--- config.mk ---
export PLATFORM = sky130hd
export DESIGN_NAME = register_file
export DESIGN_NICKNAME = d
export VERILOG_FILES = /design/src/rtl/register_file.sv
export SDC_FILE = /design/constraint.sdc
export NUM_CORES = 2
export LEC_CHECK = 0
export BUFFER_PORTS_ARGS = -buffer_cell sky130_fd_sc_hd__buf_2
export CAP_MARGIN = 15
export CORE_MARGIN = 5
export CORE_UTILIZATION = 37
export CTS_CLUSTER_DIAMETER = 40
export DETAILED_ROUTE_END_ITERATION = 10
export PLACE_DENSITY_LB_ADDON = 0.3
export SYNTH_ARGS = -nofsm -noshare
export SYNTH_HDL_FRONTEND = slang
export SYNTH_SLANG_ARGS = --single-unit
--- constraint.sdc ---
create_clock -name clk -period 2.9 [get_ports clk]
set_input_delay 0 -clock clk [delete_from_list [all_inputs] [get_ports clk]]
set_output_delay 0 -clock clk [all_outputs]
set_load 0.1 [all_outputs]
--- src/rtl/register_file.sv ---
// rtl/register_file.sv - 32x32 MIPS register file, two combinational read ports, one write port
// Register 0 is never written, so it holds its reset value of zero.
module register_file #(
  parameter int DATA_W = 32,
  parameter int ADDR_W = 5
) (
  input  logic              clk,
  input  logic              rst_n,
  input  logic              we3,
  input  logic [ADDR_W-1:0] wa3,
  input  logic [DATA_W-1:0] wd3,
  input  logic [ADDR_W-1:0] ra1,
  input  logic [ADDR_W-1:0] ra2,
  output logic [DATA_W-1:0] rd1,
  output logic [DATA_W-1:0] rd2
);

  localparam int NREGS = 2 ** ADDR_W;

  logic [DATA_W-1:0] r_regs [NREGS];
  logic              w_wr_en;

  assign w_wr_en = we3 && (wa3 != '0);

  always_ff @(posedge clk or negedge rst_n) begin
    if (!rst_n) begin
      for (int i = 0; i < NREGS; i++) begin
        r_regs[i] <= '0;
      end
    end else if (w_wr_en) begin
      r_regs[wa3] <= wd3;
    end
  end

  // The address-zero mux keeps register 0 reading zero regardless of storage.
  assign rd1 = (ra1 == '0) ? '0 : r_regs[ra1];
  assign rd2 = (ra2 == '0) ? '0 : r_regs[ra2];

endmodule

==> results.env <==
RESULT_OF_THE_RUN='completed'
CTS-ROOT-BUF='clkbuf_16'
FIN_CRIT_NS=2.79
POWER_DENSITY_mW_PER_MM2=738
IO-PIN-COUNT=114
MAXCAPVIOLCOUNT=0
DIE-HEIGHT_UM=393
WORSTSETUPENDPOINT='rd1[24]'
TIMING.CLOCK.SKEW_NS=0
CRIT_PATH_MAX_FANOUT=3
TIMING.FMAX_MHz=359
YOSYS.AREA.TOP_TYPE='dfrtp_1'
GRT_START_MAX_NET_PINS=80
FILLERS=12900
SYNTH_FP_NETS=3671
POST-ROUTE-DRC-COUNT=0
SYNTHESIS.INSTANCES=3621
CTS-BUFFERS-INSERTED=151
DETAILEDPLACEMENTHPWL_UM=111000
PATH_DEPTH_OF_THE_WORST_REG2REG_PATH=2
GLOBALROUTE.TOTALOVERFLOW=0
GRT_FIRST_PASS_WIRELENGTH_UM=268000
GP_ROUTABILITY_CONGESTION=0.815
NETLIST-CELL-TYPE-COUNT=35
SYNTH.YOSYS.SEQ_AREA_SHARE=0.471
TIMING.CRITICAL_PATH.ARRIVAL_NS=2.79
POWER.CLOCK.FRACTION=0.395
POWER_SWITCHING_SHARE=0.286
POWER_FRAC_SEQ=0.396
DRIVE_ABOVE_1_SHARE=0.573
INITIAL_CORE_UTIL=0.373
SWITCHINGPOWER_mW=13.8
DOMINANT_CELLS_BY_AREA_AFTER_SYNTHESIS='dfrtp_1 (47%), mux2_2 (22%), mux4_2 (19%), mux2i_1 (2.4%), buf_2 (1.6%)'
POWER.INTERNAL_mW=34.3
DRT_PRE_ANTENNA_ITERS=7
SEQ_AREA_SQ_MM=0.0256
POSTROUTEANTENNANETS=0
HOLD_DEPTH=5
SYNTH_AREA_SQ_MM=0.0544
GRT_PASS1_VIAS=36800
TOP_REGISTER='r_regs'
POST_DRT_VIA_CELL_RATIO=6.19
R2R_SLACK_NS=1.55
FP.DIEAREA_SQ_MM=0.155
IR_WORST_VDD_V=0.000426
TIMING.HOLD.WORST.CLASS='in -> reg'
GRT_USAGE=0.234
FF_LATCH_COUNT_SYNTH=1024
MULTI_INPUT_AREA_SQ_MM=0.0274
STD_CELL_ROWS=140
HTREEDEPTH=4
R2R-START='r_regs[508]$_DFFE_PN0P_'
AREA_DELTA_SYNTH_FINAL_PCT=19.8
LARGEST_REGISTERS='r_regs x1024'
COMB_POWER_SHARE=0.210
PATH_CLASS='reg -> out'
TIMING.SETUP.TNS_NS=0
TOTALWIRELENGTH_UM=183000
HOLD_VIOLATIONS=0
NUMBER_OF_BUFFERS_ADDED_ON_PORTS=113
WORST_SETUP_PATH_STARTPOINT='r_regs[920]$_DFFE_PN0P_'
TIMING.FINAL.CRIT_SHARE=0.962
TRANSITION_TIME_OF_THE_TIGHTEST_SLEW_CHECK_PIN_NS=1.16
DIE-WIDTH_UM=393
DRT_FIRST_ITER_VIOLATIONS=3367
CLOCK_TREE_FROM_TRITONCTS='built'
CTS.CLK_SLEW.WORST_PATHS_NS=0.06
MIN-DELAY-START='wa3[3]'
SYN_AREA_PER_CELL_SQ_UM=15.0
RELSLEWSLACK=0.227
INITIAL_ANTENNA_VIOLATION_COUNT=12
SETUP_CRIT_START_KIND='flop'
SLEW_VIOLATIONS=0
YOSYSWARNINGS=0
POST_DRT_WL_PER_CELL_UM=31.8
SYNTH_TOP_CELL_AREA_SHARE=0.471
TOTALPOWERFINAL_mW=48.1
FP.COREAREA_SQ_MM=0.146
SETUP_VIOLATIONS=0
FINALNETCOUNT=3763
ENDPOINT_KIND='output port'
CTS_MAX_PATH_BUFFERS=3
LEAKAGEPOWER_nW=27.7
RSZ0062_AT_GRT='no'
MAX_FFS_PER_REGISTER=1024
TIMING.CRITICAL_PATH.REQUIRED_NS=2.90
CLKLATENCYLATEPIN_NS=0.76
FF_TO_FF_END='r_regs[508]$_DFFE_PN0P_'
CLOCK-SINKS=1024
DETAILROUTE.VIA_COUNT=35700
[cells by family after synthesis]
logic type	after synthesis	share of synthesized area
flops	1024	0.471
compound gates	366	0.0484
mux	1632	0.428
buf+inv	434	0.0363
simple gates	165	0.0161
[per-layer routing]
layer	up-vias	track usage	share of wire
li1	14300	-	-
met1	19700	0.331	0.44
met2	1373	0.363	0.46
met3	327	0.0488	0.069
met4	4	0.0761	0.032
met5	-	0	0.00015
[cell usage after synthesis, drive strengths merged]
cell        n
o21ai     110
dfrtp    1024
nand4b      3
nor2b      71
nand2b      5
nor2       19
nor3        3
a311oi     64
mux4      448
nand3       1
nand4       1
or2         2
a22oi      64
nand2      49
or4         2
inv         2
a211oi     64
mux2     1056
and3        1
o2111ai    18
mux2i     128
nor3b       2
buf       207
clkbuf    225
nor4        1
a221oi     46
or3         3
and2        2
[cell type report]
type | instances | share of cell area
repair buffers | 371 | 0.0671
well taps | 1917 | 0.0368
inverters | 2 | 0.000192
diodes | 10 | 0.000384
flip-flops and latches | 1024 | 0.394
clock inverters | 92 | 0.0161
multi-input cells | 2163 | 0.421
clock buffers | 189 | 0.0646
[stage by stage]
stage	cells	worst slack (ns)	hold WS, ns	area [sq um]	util
after floorplan	3621	0.443	-0.296	54800	-
after global placement	5435	0.374	0.101	59400	0.407
after detailed placement	5435	0.371	0.0855	59400	0.407
after global routing	5760	0.0486	0.0640	65100	0.446
after CTS	5758	0.0759	0.00988	65100	0.446
final	5768	0.111	0.0731	65100	0.446
[worst max-delay path: stages (launching register included)]
cell and delay [ns]:
dfrtp_1 0.38, mux4_2 0.45, nor2b_1 0.14, a211oi_1 0.54, a311oi_2 0.21, buf_12 0.29
[power by group through the flow]
stage | Sequential, mW | Combinational, mW | Clock, mW
2_1_floorplan | 18.5 | 7.49 | 0
3_3_place_gp | 19.0 | 9.86 | 0
3_5_place_dp | 19.2 | 10.0 | 0
4_1_cts | 18.9 | 10.1 | 19.3
5_1_grt | 19.3 | 10.7 | 19.9
6_report | 19.0 | 10.1 | 19.0
[timing repair]
action | 4_1_cts | 5_1_grt
endpoints found under the setup margin | 0 | 1
hold buffers | 42 | 0
setup buffers | 0 | 0
hold endpoints to repair | 2016 | 0
gates resized for setup | 0 | 1
[layout by cell type, fill, tap and decap left out, types with 40 or more instances in the layout]
| master | instances |
|---|---|
| o21ai_0 | 101 |
| a311oi_2 | 64 |
| nor2b_1 | 66 |
| mux2i_1 | 128 |
| dfrtp_1 | 1024 |
| a221oi_1 | 46 |
| clkbuf_16 | 156 |
| mux2_2 | 1046 |
| a22oi_1 | 64 |
| buf_4 | 161 |
| mux4_2 | 448 |
| buf_12 | 121 |
| a211oi_1 | 64 |
| dlygate4sd3_1 | 41 |
| buf_2 | 40 |
[worst min path at each step]
stage | end | slack [ns]
4_1_cts | r_regs[575]$_DFFE_PN0P_ | 0.01
2_1_floorplan | r_regs[0]$_DFFE_PN0P_ | -0.30
6_report | r_regs[575]$_DFFE_PN0P_ | 0.07
5_1_grt | r_regs[575]$_DFFE_PN0P_ | 0.06
3_3_place_gp | r_regs[600]$_DFFE_PN0P_ | 0.10
3_5_place_dp | r_regs[600]$_DFFE_PN0P_ | 0.09
(Power assumes the default switching activity.)
